==> src/rtl/el_scan_ctrl.sv <==
// el_scan_ctrl: read-side scan controller for a dual-scan EL panel.
// Reads two 1-bit GRAMs (upper/lower half) at a shared address, packs
// 4 pixels per nibble and drives the panel with ud/ld, vclk, hs and vs.
// Optional build macro EL_INVERT_EN: drive ud/ld inverted for
// negative-polarity panels (reset and idle value stays 0).
// Ports:
//   pclk, rst (async, active-low), en (sampled at frame boundaries)
//   ram_rd_en, ram_addr        : shared GRAM read port
//   ram1_q, ram2_q             : GRAM1 (upper) / GRAM2 (lower) read data
//   ud, ld                     : upper/lower panel nibbles
//   vclk, hs, vs               : panel nibble clock, line latch, frame marker
//   frame_done                 : 1-cycle pulse at end of the last line
//   scan_row                   : row currently being scanned
module el_scan_ctrl #(
    parameter int X_RES    = 640,
    parameter int ROWS     = 200,
    parameter int RD_LAT   = 1,
    parameter int VCLK_DIV = 8,
    parameter int HS_CYC   = 4,
    parameter int FGAP_CYC = 64
) (
    input  logic                            pclk,
    input  logic                            rst,
    input  logic                            en,
    output logic                            ram_rd_en,
    output logic [$clog2(X_RES*ROWS)-1:0]   ram_addr,
    input  logic                            ram1_q,
    input  logic                            ram2_q,
    output logic [3:0]                      ud,
    output logic [3:0]                      ld,
    output logic                            vclk,
    output logic                            hs,
    output logic                            vs,
    output logic                            frame_done,
    output logic [$clog2(ROWS)-1:0]         scan_row
);
    localparam int AW    = $clog2(X_RES*ROWS);
    localparam int PW    = $clog2(VCLK_DIV);
    localparam int SW    = $clog2(X_RES/4);
    localparam int RW    = $clog2(ROWS);
    localparam int CW    = $clog2((HS_CYC > FGAP_CYC ? HS_CYC : FGAP_CYC) + 1);
    localparam int P_OUT = 4 + RD_LAT;
`ifdef EL_INVERT_EN
    localparam logic [3:0] POL = 4'hF;
`else
    localparam logic [3:0] POL = 4'h0;
`endif

    typedef enum logic [1:0] {IDLE, SHIFT, HSYNC, FGAP} state_t;
    state_t state, state_nx;

    logic [PW-1:0] phase;
    logic [SW-1:0] slot;
    logic [RW-1:0] row;
    logic [CW-1:0] cnt;
    logic [3:0]    nib1, nib2;
    logic          phase_end, slot_end, hs_end, gap_end, last_row, rd_phase;

    assign phase_end = phase == PW'(VCLK_DIV-1);
    assign slot_end  = slot == SW'(X_RES/4-1);
    assign hs_end    = cnt == CW'(HS_CYC-1);
    assign gap_end   = cnt == CW'(FGAP_CYC-1);
    assign last_row  = row == RW'(ROWS-1);
    // Returned data lags the address by RD_LAT, so capture phases trail issue phases.
    assign rd_phase  = phase >= PW'(RD_LAT) && phase < PW'(RD_LAT+4);
    assign scan_row  = row;
    assign ram_addr  = ram_rd_en ? AW'(row) * AW'(X_RES) + AW'({slot, phase[1:0]}) : '0;

    always_ff @(posedge pclk or negedge rst)
        if (!rst) state <= IDLE;
        else      state <= state_nx;

    always_comb begin
        state_nx   = state;
        ram_rd_en  = 1'b0;
        vclk       = 1'b0;
        hs         = 1'b0;
        vs         = 1'b0;
        frame_done = 1'b0;
        case (state)
            IDLE:  state_nx = en ? SHIFT : IDLE;
            SHIFT: begin
                ram_rd_en = phase < PW'(4);
                // High after the nibble update; falls at the phase wrap so the panel sees stable data.
                vclk      = phase > PW'(P_OUT);
                state_nx  = phase_end && slot_end ? HSYNC : SHIFT;
            end
            HSYNC: begin
                hs         = 1'b1;
                vs         = row == '0;
                frame_done = hs_end && last_row;
                state_nx   = !hs_end ? HSYNC : last_row ? FGAP : SHIFT;
            end
            FGAP:  state_nx = !gap_end ? FGAP : en ? SHIFT : IDLE;
            default: state_nx = IDLE;
        endcase
    end

    always_ff @(posedge pclk or negedge rst) begin
        if (!rst) begin
            phase <= '0;
            slot  <= '0;
            row   <= '0;
            cnt   <= '0;
            nib1  <= '0;
            nib2  <= '0;
            ud    <= '0;
            ld    <= '0;
        end else begin
            case (state)
                IDLE: begin
                    phase <= '0;
                    slot  <= '0;
                    row   <= '0;
                    cnt   <= '0;
                    ud    <= '0;
                    ld    <= '0;
                end
                SHIFT: begin
                    cnt   <= '0;
                    phase <= phase_end ? '0 : phase + 1'b1;
                    if (phase_end) slot <= slot_end ? '0 : slot + 1'b1;
                    // First pixel of the slot ends up in bit 3.
                    if (rd_phase) begin
                        nib1 <= {nib1[2:0], ram1_q};
                        nib2 <= {nib2[2:0], ram2_q};
                    end
                    if (phase == PW'(P_OUT)) begin
                        ud <= nib1 ^ POL;
                        ld <= nib2 ^ POL;
                    end
                end
                HSYNC: begin
                    cnt <= hs_end ? '0 : cnt + 1'b1;
                    if (hs_end && !last_row) row <= row + 1'b1;
                end
                FGAP: begin
                    cnt <= gap_end ? '0 : cnt + 1'b1;
                    if (gap_end) row <= '0;
                end
                default: cnt <= '0;
            endcase
        end
    end
endmodule

==> config.mk <==
export PLATFORM = sky130hd
export DESIGN_NAME = el_scan_ctrl
export DESIGN_NICKNAME = d
export VERILOG_FILES = /design/src/rtl/el_scan_ctrl.sv
export SDC_FILE = /design/constraint.sdc
export NUM_CORES = 1
export LEC_CHECK = 0
export ABC_AREA = 1
export CORE_MARGIN = 4
export CORE_UTILIZATION = 40
export DETAILED_ROUTE_END_ITERATION = 7
export HOLD_SLACK_MARGIN = 0.03
export PLACE_DENSITY_LB_ADDON = 0.2
export SLEW_MARGIN = 20
export SYNTH_ARGS = -nofsm -noshare
export SYNTH_HDL_FRONTEND = slang
export SYNTH_SLANG_ARGS = --single-unit
==> constraint.sdc <==
create_clock -name pclk -period 4.2 [get_ports pclk]
set_clock_uncertainty 0.2 [all_clocks]
set_input_delay 0.84 -clock pclk [delete_from_list [all_inputs] [get_ports pclk]]
set_output_delay 0.84 -clock pclk [all_outputs]
set_load 0.02 [all_outputs]
Yosys cells after proc, flatten, opt, wreduce, memory -nomap -nowiden
Index checks and enable logic that the tools add are counted.
{"block": "totals", "reg_bits": 44, "out_inout_bits": 38, "wordCells": 73}
{"block": "op_classes", "addsub": 5, "n_mul": 1, "order_cmp": 4, "eq_ne": 13, "mux": 27, "n_reduce_logical": 14}
{"cell": "2-to-1 mux 8 bit", "n": 4}
{"cell": "one-hot mux 8 bit (3 select lines)", "n": 1}
{"cell": "one-hot mux 7 bit (3 select lines)", "n": 1}
{"cell": "adder 17 x 10 -> 17 bit", "n": 1}
{"cell": "2-to-1 mux 17 bit", "n": 1}
{"cell": "adder 8 x 1 -> 8 bit (second input constant)", "n": 2}
{"cell": "== test 8 bit (second input constant)", "n": 2}
{"cell": "one-hot mux 4 bit (2 select lines)", "n": 2}
{"cell": "one-hot mux 8 bit (2 select lines)", "n": 1}
{"cell": "2-to-1 mux 7 bit", "n": 2}
{"cell": "multiplier 8 x 3 -> 10 bit (second input constant)", "n": 1}
{"cell": "logical NOT 8 bit", "n": 1}
{"cell": "2-to-1 mux 2 bit", "n": 4}
{"cell": "2-to-1 mux 4 bit", "n": 2}
{"cell": "!= test 2 bit (second input constant)", "n": 4}
{"cell": "one-hot mux 2 bit (4 select lines)", "n": 1}
{"cell": "adder 7 x 1 -> 7 bit (second input constant)", "n": 1}
{"cell": "== test 7 x 2 -> 1 bit (second input constant)", "n": 1}
{"cell": "== test 7 x 6 -> 1 bit (second input constant)", "n": 1}
{"cell": "== test 3 bit (second input constant)", "n": 2}
{"cell": "less-than comparator 3 bit (second input constant)", "n": 2}
{"cell": "2-to-1 mux 1 bit", "n": 6}
{"cell": "one-hot mux 3 bit (2 select lines)", "n": 1}
{"cell": "AND reduction 2 bit", "n": 3}
{"cell": "other kinds (13)", "n": 17}

Longest topological paths before layout
Gate-level depths: netlist of the first run.
{"block": "logic_depth", "ltp_word": 5, "depth_mapped": 14}

Worst setup path after synthesis of the first run
Ideal clock, no wire load.
{"block": "synth_timing", "path_kind": "reg2out", "startpoint": "register row[1] (netlist: scan_row[1])", "endpoint": "output ram_addr[16]", "arrival_time_ps": 2513, "required_ps": 3160, "setup_slack_ps": 647, "path_stages_with_launch": 14, "n_path_buf": 0, "cell_sequence": "dfrtp_1 -> ha_1 -> ha_1 -> inv_1 -> fa_1 -> nor2_1 -> nand3_1 -> nand2_1 -> nand2_1 -> nor2_1 -> nand3_1 -> nand2_1 -> nand2_1 -> nor2_1"}
{"block": "synth_between", "elab_chain_len": 3}
{"item": "start, declared", "line": "54", "rtl": "logic [RW-1:0] row;"}
{"item": "start signal, assigned", "line": "135", "rtl": "if (hs_end && !last_row) row <= row + 1'b1;"}
{"item": "multiplier 8 x 3 -> 10 bit", "line": "67", "rtl": "assign ram_addr = ram_rd_en ? AW'(row) * AW'(X_RES) + AW'({slot, phase[1:0]}) : '0;"}
{"item": "adder 17 x 10 -> 17 bit", "line": "67"}
{"item": "2-to-1 mux 17 bit", "line": "67"}
{"item": "end, declared", "line": "26", "rtl": "output logic [$clog2(X_RES*ROWS)-1:0] ram_addr,"}
No other way between the ends.

Final worst setup path of the first run
{"block": "layout_timing", "startpoint": "register row[4] (netlist: scan_row[4])", "endpoint": "output ram_addr[13]"}
Same word-level chain as after synthesis.

==> results of run 1 <==
## path summary, 6_finish.rpt
check | start | endpoint | cells past startpoint
min in group asynchronous | rst | scan_row[7]$_DFFE_PN0P_ | 1
max reg2reg | cnt[0]$_DFF_PN0_ | scan_row[5]$_DFFE_PN0P_ | 11
max | scan_row[4]$_DFFE_PN0P_ | ram_addr[13] | 9
min reg2reg | cnt[0]$_DFF_PN0_ | cnt[0]$_DFF_PN0_ | 1
max in group asynchronous | rst | scan_row[5]$_DFFE_PN0P_ | 1
min | cnt[0]$_DFF_PN0_ | cnt[0]$_DFF_PN0_ | 1
## report_power, final
| part | leakage (nW) | switching, mW | internal, mW |
|---|---|---|---|
| registers | 0.558 | 0.00398 | 0.431 |
| clock network | 0.0583 | 0.156 | 0.179 |
| logic | 1.16 | 0.0194 | 0.0131 |
| total | 1.78 | 0.179 | 0.623 |
## registers in the layout, summed over array words and instances (netlist names)
name and count:
scan_row 8, nib1 4, ud 4, state 2, phase 3, nib2 4, slot 8, ld 4
cnt 7
## area by class of cell
cell class	instances	share of cell area
multi-input combinational	271	0.428
sequential	44	0.314
timing repair buffer	44	0.124
inverter	61	0.0663
tap	96	0.0342
clock buffer	5	0.0196
clock inverter	3	0.0135
## metrics by stage
step | cells | power (mW) | hold slack [ps]
5_1_grt | 524 | 0.834 | 315
2_1_floorplan | 378 | 0.455 | 232
6_report | 524 | 0.802 | 260
3_5_place_dp | 516 | 0.477 | 251
3_3_place_gp | 516 | 0.476 | 252
4_1_cts | 524 | 0.816 | 264
## placed cells by master, fill, tap and decap left out, types with 3 or more instances in the layout
cell / instances
o21ai_0: 26
buf_4: 3
nor3_1: 7
nand3_1: 35
clkdlybuf4s50_1: 38
clkbuf_8: 5
nand4_1: 4
inv_2: 5
dfrtp_1: 44
nor2_1: 45
xor2_1: 8
ha_1: 22
nand2_1: 81
a21oi_1: 12
nor2_4: 3
nand2_2: 4
nor2_2: 4
inv_1: 54
## what timing repair did
action | in CTS | in global routing
hold buffers | 0 | 0
gates resized for setup | 1 | 2
endpoints found under the setup margin | 1 | 2
## routing by layer
layer,part of all wire,track usage
met1,0.46,0.183
met2,0.50,0.263
met3,0.029,0.0276
met4,0.018,0.0631
met5,0,0
## synthesized netlist by cell type, drive strengths merged
cell type  instances
nand2             86
inv               60
nor2              52
dfrtp             44
nand3             36
o21ai             28
ha                22
a21oi             12
xor2               8
nor3               7
nand4              4
a31oi              2
clkbuf             2
fa                 2
nand3b             2
nor3b              2
o22ai              2
xnor2              2
and3               1
clkinv             1
nor4               1
o2111ai            1
or2                1
## kinds of logic after synthesis
family	count (synthesis)
AND/OR/NAND/NOR	192
buffers and inverters	63
flip-flops	44
adder cells (fa/ha/maj)	24
XOR/XNOR	10
AO/OA/AOI/OAI	45
==> results.sh, run 1 <==
export IMPL_synth_simple_gate_area_frac=0.305
export IMPL_diodes=0
export IMPL_syn_instance_count=378
export IMPL_fp_dieW_um=92.3
export IMPL_synth_area_in_compound_gates=0.0822
export IMPL_path_cells="ha_1, inv_1, fa_1, xnor2_1, inv_1, nor2_1, o21ai_0, a21oi_1, clkdlybuf4s50_1"
export IMPL_fin_ws_ps=257
export IMPL_worst_skew_pair_late_latency_ps=300
export IMPL_postSynthNetCount=407
export IMPL_tritoncts_num_sinks=44
export IMPL_setup_slack_of_the_worst_register_to_register_path_ps=2280
export IMPL_max_stage_delay_ps=610
export IMPL_synthXorXnorAreaFrac=0.0308
export IMPL_worst_path_dominant_cell_family="adder cells"
export IMPL_worstMarginPinSlew_ps=571
export IMPL_placement_rows=30
export IMPL_first_iter_violations=119
export IMPL_fillCellCount=687
export IMPL_num_io_pins=43
export IMPL_dp_final_hpwl_um=4500
export IMPL_routed_wirelength_um=6010
export IMPL_cts_buffers=5
export IMPL_ctsLongestPathBuffers=2
export IMPL_worst_setup_path_type="register to output pin"
export IMPL_critical_path_buf_inv_count=3
export IMPL_hold_path_class="register to register"
export IMPL_final_net_count=456
export IMPL_finalMaxSlewViolations=0
export IMPL_post_synth_main_area_contributors="dfrtp_1 (39%), nand2_1 (11%), ha_1 (9.7%)"
export IMPL_firstDrtPassIters=4
export IMPL_ctsRootBufferMaster="clkbuf_8"
export IMPL_grtUsageTotal=0.151
export IMPL_setup_tns_ps=0
export IMPL_run_status="complete, no violations"
export IMPL_period_minus_slack_ps=3940
export IMPL_floorplan_die_height_um=92.3
export IMPL_timing_critical_path_from_type="register"
export IMPL_congestion_overflow_gr=0
export IMPL_final_seq_area_sq_um=1100
export IMPL_drt_vias_per_instance=4.80
export IMPL_crit_path_top_delay_cell="clkdlybuf4s50_1"
export IMPL_dpl_cell_area_sq_um=3390
export IMPL_post_synth_mux_area_share=0
export IMPL_fin_crit_sh=0.939
export IMPL_timing_max_slew_rel_slack=0.620
export IMPL_post_drt_wl_per_cell_um=11.5
export IMPL_most_prevalent_standard_cell_on_the_critical_path="inv_1"
export IMPL_antenna_violations_before_repair=0
export IMPL_hold_violations=0
export IMPL_clkTransAtPathRegs_ps=90
export IMPL_synthDominantCellAreaShare=0.387
export IMPL_post_synth_fa_ha_maj_area_fraction=0.111
export IMPL_cts_tree="built"
export IMPL_postLayoutCoreUtil=0.511
export IMPL_drt_drc_violations_left=0
export IMPL_postCtsSetupBuffers=0
export IMPL_setup_violations=0
export IMPL_clock_tree_htree_level_count=2
export IMPL_synth_largest_area_cell="dfrtp_1"
export IMPL_grt_first_pass_wirelength_um=10700
export IMPL_floorplan_initialDensity=0.414
export IMPL_synth_top_family_by_area="simple AND/OR/NAND/NOR gates"
export IMPL_grt_pass1_vias=2481
export IMPL_setup_crit_end_kind="output pin"
export IMPL_finalInstanceArea_sq_um=3510
export IMPL_fp_dieArea_sq_um=8530
export IMPL_design_core_area_sq_um=6870
export IMPL_post_route_cells_drive_above_1_share=0.0771
export IMPL_worst_endpoint_arrival_ps=2900
export IMPL_power_density_nw_per_um2=229
export IMPL_placement_io_buffers=42
export IMPL_yosys_warnings=0
export IMPL_routed_via_count=2515
export IMPL_avgSynthCellArea_sq_um=7.53
export IMPL_antenna_nets_post_route=0
export IMPL_power_leakage_nw=1.78
export IMPL_distinct_cell_type_count_of_the_synthesized_netlist=31
export IMPL_multiInputGateArea_sq_um=1500
export IMPL_vdd_drop_max_uv=183
export IMPL_yosysSeqAreaShare=0.387
export IMPL_maxCapViolations=0
export IMPL_fmax_mhz=254
export IMPL_post_place_setup_slack_ps=306
export IMPL_rsz0062_at_grt="false"
export IMPL_crit_required_ps=3160
export IMPL_grt_max_degree=45
export IMPL_area_growth_from_synthesis_to_final_layout_pct=23.4
export IMPL_yosys_register_bits=44
export IMPL_finalWeightedCongestion=0.840
export IMPL_worst_path_max_fanout=7
export IMPL_synth_cell_area_sq_um=2850
Power figures use the tool's default switching activity.
==> run 2, diff against run 1 <==
Settings changed: ABC_AREA 1 to default.
==> results.sh, run 2 <==
export IMPL_run_status="complete, no violations"
export IMPL_placement_rows=31
export IMPL_worst_skew_pair_late_latency_ps=300
export IMPL_synth_top_family_by_area="simple AND/OR/NAND/NOR gates"
export IMPL_firstDrtPassIters=4
export IMPL_fp_dieW_um=93.9
export IMPL_crit_required_ps=3160
export IMPL_synth_cell_area_sq_um=2950
export IMPL_setup_slack_of_the_worst_register_to_register_path_ps=1910
export IMPL_fin_crit_sh=0.959
export IMPL_worst_endpoint_arrival_ps=2990
export IMPL_floorplan_initialDensity=0.409
export IMPL_vdd_drop_max_uv=348
export IMPL_antenna_violations_before_repair=0
export IMPL_diodes=0
export IMPL_antenna_nets_post_route=0
export IMPL_grt_first_pass_wirelength_um=11200
export IMPL_synthDominantCellAreaShare=0.373
export IMPL_worst_setup_path_type="register to output pin"
export IMPL_drt_vias_per_instance=5.30
export IMPL_worst_path_max_fanout=4
export IMPL_finalWeightedCongestion=0.824
export IMPL_first_iter_violations=165
export IMPL_post_synth_top_count_cell="dfrtp_1"
export IMPL_timing_max_slew_rel_slack=0.622
export IMPL_routed_wirelength_um=6430
export IMPL_final_cell_mix="dfrtp_1 (44), clkdlybuf4s50_1 (38), nor2_1 (34)"
export IMPL_routed_via_count=2495
export IMPL_postSynthNetCount=345
export IMPL_maxCapViolations=0
export IMPL_drt_drc_violations_left=0
export IMPL_synthXorXnorAreaFrac=0.0326
export IMPL_hold_path_class="input port to async pin"
export IMPL_tritoncts_num_sinks=44
export IMPL_post_synth_fa_ha_maj_area_fraction=0.107
export IMPL_synth_edf_count=0
export IMPL_ctsLongestPathBuffers=2
export IMPL_grt_pass1_vias=2480
export IMPL_final_instance_count_excl_fill=471
export IMPL_synth_simple_gate_area_frac=0.240
export IMPL_fp_dieArea_sq_um=8820
export IMPL_post_synth_main_area_contributors="dfrtp_1 (37%), ha_1 (9.3%), nor2_1 (4.3%)"
export IMPL_ctsRootBufferMaster="clkbuf_8"
export IMPL_synth_async_reset_ratio=1.00
export IMPL_dp_final_hpwl_um=4870
export IMPL_synth_largest_area_cell="dfrtp_1"
export IMPL_yosysSeqAreaShare=0.373
export IMPL_crit_path_top_delay_cell="fa_1"
export IMPL_fmax_mhz=248
export IMPL_setup_tns_ps=0
export IMPL_yosys_warnings=0
export IMPL_distinct_cell_type_count_of_the_synthesized_netlist=60
export IMPL_congestion_overflow_gr=0
export IMPL_yosys_register_bits=44
export IMPL_syn_instance_count=316
export IMPL_num_io_pins=43
export IMPL_rsz0062_at_grt="false"
export IMPL_period_minus_slack_ps=4030
export IMPL_clock_tree_htree_level_count=2
export IMPL_floorplan_die_height_um=93.9
export IMPL_timing_critical_path_from_type="register"
export IMPL_ys_top_cells_by_count="dfrtp_1 (44), nor2_1 (34), nand2_1 (27)"
export IMPL_hold_violations=0
export IMPL_grtUsageTotal=0.153
export IMPL_worstMarginPinSlew_ps=565
export IMPL_final_net_count=400
export IMPL_cts_buffers=5
export IMPL_dp_cells=460
export IMPL_post_route_cells_drive_above_1_share=0.124
export IMPL_post_drt_wl_per_cell_um=13.6
export IMPL_path_cells="ha_1, ha_1, inv_1, fa_1, nor2b_2, o22ai_1, xnor2_2, nand4b_1, mux2_1, dlygate4sd2_1"
export IMPL_clkTransAtPathRegs_ps=90
export IMPL_reg2reg_depth=6
export IMPL_postCtsHoldBufs=0
export IMPL_synth_area_in_compound_gates=0.177
export IMPL_setup_crit_end_kind="output pin"
export IMPL_power_density_nw_per_um2=392
export IMPL_finalMaxSlewViolations=0
export IMPL_worst_path_dominant_cell_family="adder cells"
export IMPL_area_growth_from_synthesis_to_final_layout_pct=24.7
export IMPL_setup_violations=0
export IMPL_avgSynthCellArea_sq_um=9.34
export IMPL_grt_max_degree=45
export IMPL_critical_path_buf_inv_count=2
export IMPL_max_stage_delay_ps=410
export IMPL_path_depth=10
export IMPL_mostFrequentLayoutCell="dfrtp_1"
export IMPL_placement_io_buffers=42
export IMPL_design_core_area_sq_um=7210
export IMPL_power_leakage_nw=1.69
export IMPL_post_synth_mux_area_share=0.0411
export IMPL_synth_flop_cell="dfrtp_1"
export IMPL_cts_tree="built"
export IMPL_most_prevalent_standard_cell_on_the_critical_path="ha_1"
==> run 2: changes by cell type after synthesis, sizes merged, moves of 5 or more <==
cell | before | now
a21oi | 12 | 6
and2 | 0 | 9
inv | 60 | 13
nand3 | 36 | 12
nor2 | 52 | 35
nand2b | 0 | 5
o21ai | 28 | 36
a22oi | 0 | 8
nor2b | 0 | 7
mux2 | 0 | 9
nand2 | 86 | 28
==> run 2: cell type report <==
type                    count  area (sq um)
flip-flops and latches     44          1100
repair buffers             55           526
clock inverters             2          35.0
well taps                  99           124
inverters                  13          48.8
fillers                   693          3530
multi-input cells         252          1770
clock buffers               6          72.6
==> run 2: path summary, 6_finish.rpt <==
kind                                         startpoint                      end
max in group asynchronous                           rst         cnt[2]$_DFF_PN0_
worst max-delay path            scan_row[1]$_DFFE_PN0P_             ram_addr[16]
worst max register to register       state[1]$_DFF_PN0_  scan_row[4]$_DFFE_PN0P_
worst min register to register         cnt[0]$_DFF_PN0_         cnt[0]$_DFF_PN0_
min in group pclk                      cnt[0]$_DFF_PN0_         cnt[0]$_DFF_PN0_
worst min-delay path                                rst      slot[3]$_DFFE_PN0P_
==> run 2: worst reg2reg max path, delay by kind of cell, from the launching register on <==
family | cells | cell delay, ps
buffers and inverters | 2 | 440
flip-flops | 1 | 600
AO/OA/AOI/OAI | 4 | 950
==> run 2: report_power, final <==
group | total (mW) | switching [mW] | internal (mW) | leakage, nW
Clock | 0.323 | 0.146 | 0.177 | 0.0552
Sequential | 0.606 | 0.0846 | 0.521 | 0.580
Combinational | 0.513 | 0.263 | 0.250 | 1.05
Total | 1.44 | 0.494 | 0.948 | 1.69
==> run 2: cell families after synthesis <==
| group | count (synthesis) |
|---|---|
| AND/OR/NAND/NOR | 130 |
| AO/OA/AOI/OAI | 76 |
| flip-flops | 44 |
| adder cells (fa/ha/maj) | 24 |
| buffers and inverters | 20 |
| XOR/XNOR | 11 |
| multiplexers | 11 |
==> run 2: what timing repair did <==
| action | in CTS | in global routing |
|---|---|---|
| buffers inserted | 0 | 2 |
| pin swaps | 0 | 2 |
| setup endpoints to repair | 2 | 2 |
| resized for setup | 3 | 2 |
==> run 2: metal layers <==
metal	track usage	vias to the layer above	wire, um
met4	0.0457	0	104
met1	0.197	1189	2970
met5	0	-	0
met2	0.264	42	3160
li1	-	1255	-
met3	0.0248	9	188
==> run 2: metrics by stage <==
stage                     total power, mW  cell area, sq um   util  hold WS (ps)  worst slack, ps
after CTS                            1.46              3640  0.505           256             68.2
after floorplan                     0.927              2950      -           225              564
after global placement               1.12              3530  0.489           243              215
after detailed placement             1.13              3530  0.489           244              128
final                                1.44              3680  0.510           227              172
after global routing                 1.54              3680  0.510           250             10.9
==> run 3, diff against run 2 <==
Settings changed: CORE_ASPECT_RATIO from default to 0.8.
==> results.sh, run 3 (synthesis results as in run 2) <==
export IMPL_design_core_area_sq_um=7030
export IMPL_r2r_end="scan_row[4]$_DFFE_PN0P_"
export IMPL_worst_skew_pair_late_latency_ps=300
export IMPL_floorplan_initialDensity=0.420
export IMPL_fp_dieW_um=104
export IMPL_power_density_nw_per_um2=392
export IMPL_drt_vias_per_instance=5.40
export IMPL_fin_crit_sh=0.951
export IMPL_floorplan_die_height_um=84.8
export IMPL_multiInputGateArea_sq_um=1800
export IMPL_final_net_count=397
export IMPL_setup_slack_of_the_worst_register_to_register_path_ps=1990
export IMPL_final_cell_mix="dfrtp_1 (44), clkdlybuf4s50_1 (38), nor2_1 (34)"
export IMPL_post_drt_wl_per_cell_um=14.9
export IMPL_ctsLongestPathBuffers=2
export IMPL_ctsRootBufferMaster="clkbuf_8"
export IMPL_clock_tree_htree_level_count=2
export IMPL_drt_drc_violations_left=0
export IMPL_worst_setup_path_type="register to output pin"
export IMPL_setup_violations=0
export IMPL_setup_crit_end_kind="output pin"
export IMPL_first_iter_violations=120
export IMPL_grtUsageTotal=0.158
export IMPL_maxCapViolations=0
export IMPL_grt_first_pass_wirelength_um=11500
export IMPL_diodes=0
export IMPL_postCtsHoldBufs=0
export IMPL_hold_path_class="input port to async pin"
export IMPL_finalWeightedCongestion=0.804
export IMPL_period_minus_slack_ps=4000
export IMPL_routed_wirelength_um=6800
export IMPL_fmax_mhz=250
export IMPL_grt_pass1_vias=2352
export IMPL_grt_max_degree=45
export IMPL_firstDrtPassIters=5
export IMPL_dp_cells=446
export IMPL_timing_max_slew_rel_slack=0.609
export IMPL_crit_required_ps=3160
export IMPL_worst_endpoint_arrival_ps=2960
export IMPL_antenna_nets_post_route=0
export IMPL_power_total_mw=1.44
export IMPL_run_status="complete, no violations"
export IMPL_final_instance_count_excl_fill=456
export IMPL_clkTransAtPathRegs_ps=90
export IMPL_routed_via_count=2462
export IMPL_worst_r2r_startpoint="state[0]$_DFF_PN0_"
export IMPL_placement_rows=27
export IMPL_dpl_cell_area_sq_um=3500
export IMPL_placement_io_buffers=42
export IMPL_post_route_cells_drive_above_1_share=0.130
export IMPL_postLayoutCoreUtil=0.522
export IMPL_area_growth_from_synthesis_to_final_layout_pct=24.2
export IMPL_cts_buffers=5
export IMPL_worst_path_max_fanout=8
export IMPL_final_seq_area_sq_um=1100
export IMPL_power_leakage_nw=1.67
export IMPL_mostFrequentLayoutCell="dfrtp_1"
export IMPL_worstMarginPinSlew_ps=584
export IMPL_hold_slack_ps=244
export IMPL_finalInstanceArea_sq_um=3660
export IMPL_reg2reg_depth=6
export IMPL_fp_dieArea_sq_um=8830
export IMPL_hold_violations=0
export IMPL_vdd_drop_max_uv=179
export IMPL_cts_tree="built"
export IMPL_fillCellCount=654
export IMPL_num_io_pins=43
export IMPL_antenna_violations_before_repair=0
export IMPL_finalMaxSlewViolations=0
export IMPL_dp_final_hpwl_um=4920
export IMPL_congestion_overflow_gr=0
export IMPL_tritoncts_num_sinks=44
export IMPL_timing_critical_path_from_type="register"
==> run 3: cell types whose count changed in the layout (fill, tap and decap cells not counted) <==
cell / change
buf_4: -3
fa_2: +1
o21ai_2: +1
a211oi_1: -1
ha_2: +1
xor2_1: -1
xor2_2: +1
o21ai_1: -1
fa_1: -1
a211oi_2: +1
ha_1: -1
==> run 3: where the power goes <==
part           switching (mW)  internal, mW  total (mW)
clock                   0.145         0.177       0.322
sequential             0.0884         0.521       0.609
combinational           0.262         0.243       0.505
==> run 3: layout make-up <==
class	instances	area share
Clock buffer	6	0.0198
Clock inverter	2	0.00956
Inverter	13	0.0133
Multi-Input combinational cell	252	0.490
Sequential cell	44	0.300
Tap cell	87	0.0297
Timing Repair Buffer	52	0.137
==> run 3: worst max-delay path by stage <==
stage	slack, ps	endpoint	startpoint	depth (start not counted)
4_1_cts	100	ram_addr[14]	scan_row[3]$_DFFE_PN0P_	10
3_5_place_dp	200	ram_addr[16]	scan_row[3]$_DFFE_PN0P_	10
6_report	200	ram_addr[16]	scan_row[3]$_DFFE_PN0P_	9
5_1_grt	-5	ram_addr[16]	scan_row[3]$_DFFE_PN0P_	9
3_3_place_gp	230	ram_addr[16]	scan_row[1]$_DFFE_PN0P_	10
2_1_floorplan	560	ram_addr[16]	scan_row[1]$_DFFE_PN0P_	9
==> run 3: through the flow <==
stage	setup slack (ps)	TNS (ps)
floorplan	564	0
global placement	227	0
detailed placement	196	0
CTS	96.0	0
global route	-5.26	-5.26
finish	204	0
==> run 3: layer usage <==
metal | GRT usage | up-vias | share of wire
met5 | 0 | - | 0
li1 | - | 1248 | -
met1 | 0.237 | 1170 | 0.53
met2 | 0.230 | 42 | 0.43
met3 | 0.0403 | 2 | 0.035
met4 | 0.0326 | 0 | 0.0051
==> run 3: timing repair <==
| item | in CTS | in global routing |
|---|---|---|
| endpoints found under the setup margin | 2 | 3 |
| pin swaps | 1 | 2 |
| resized for setup | 4 | 6 |
| buffers inserted | 0 | 1 |
==> run 3: critical path: stages (launching register included) <==
cell           delay (ps)
dfrtp_1               390
buf_4                 160
ha_1                  300
ha_1                  390
o21ai_2               210
nor2_1                120
nor4_4                310
nand4b_1              130
mux2_1                320
dlygate4sd2_1         320
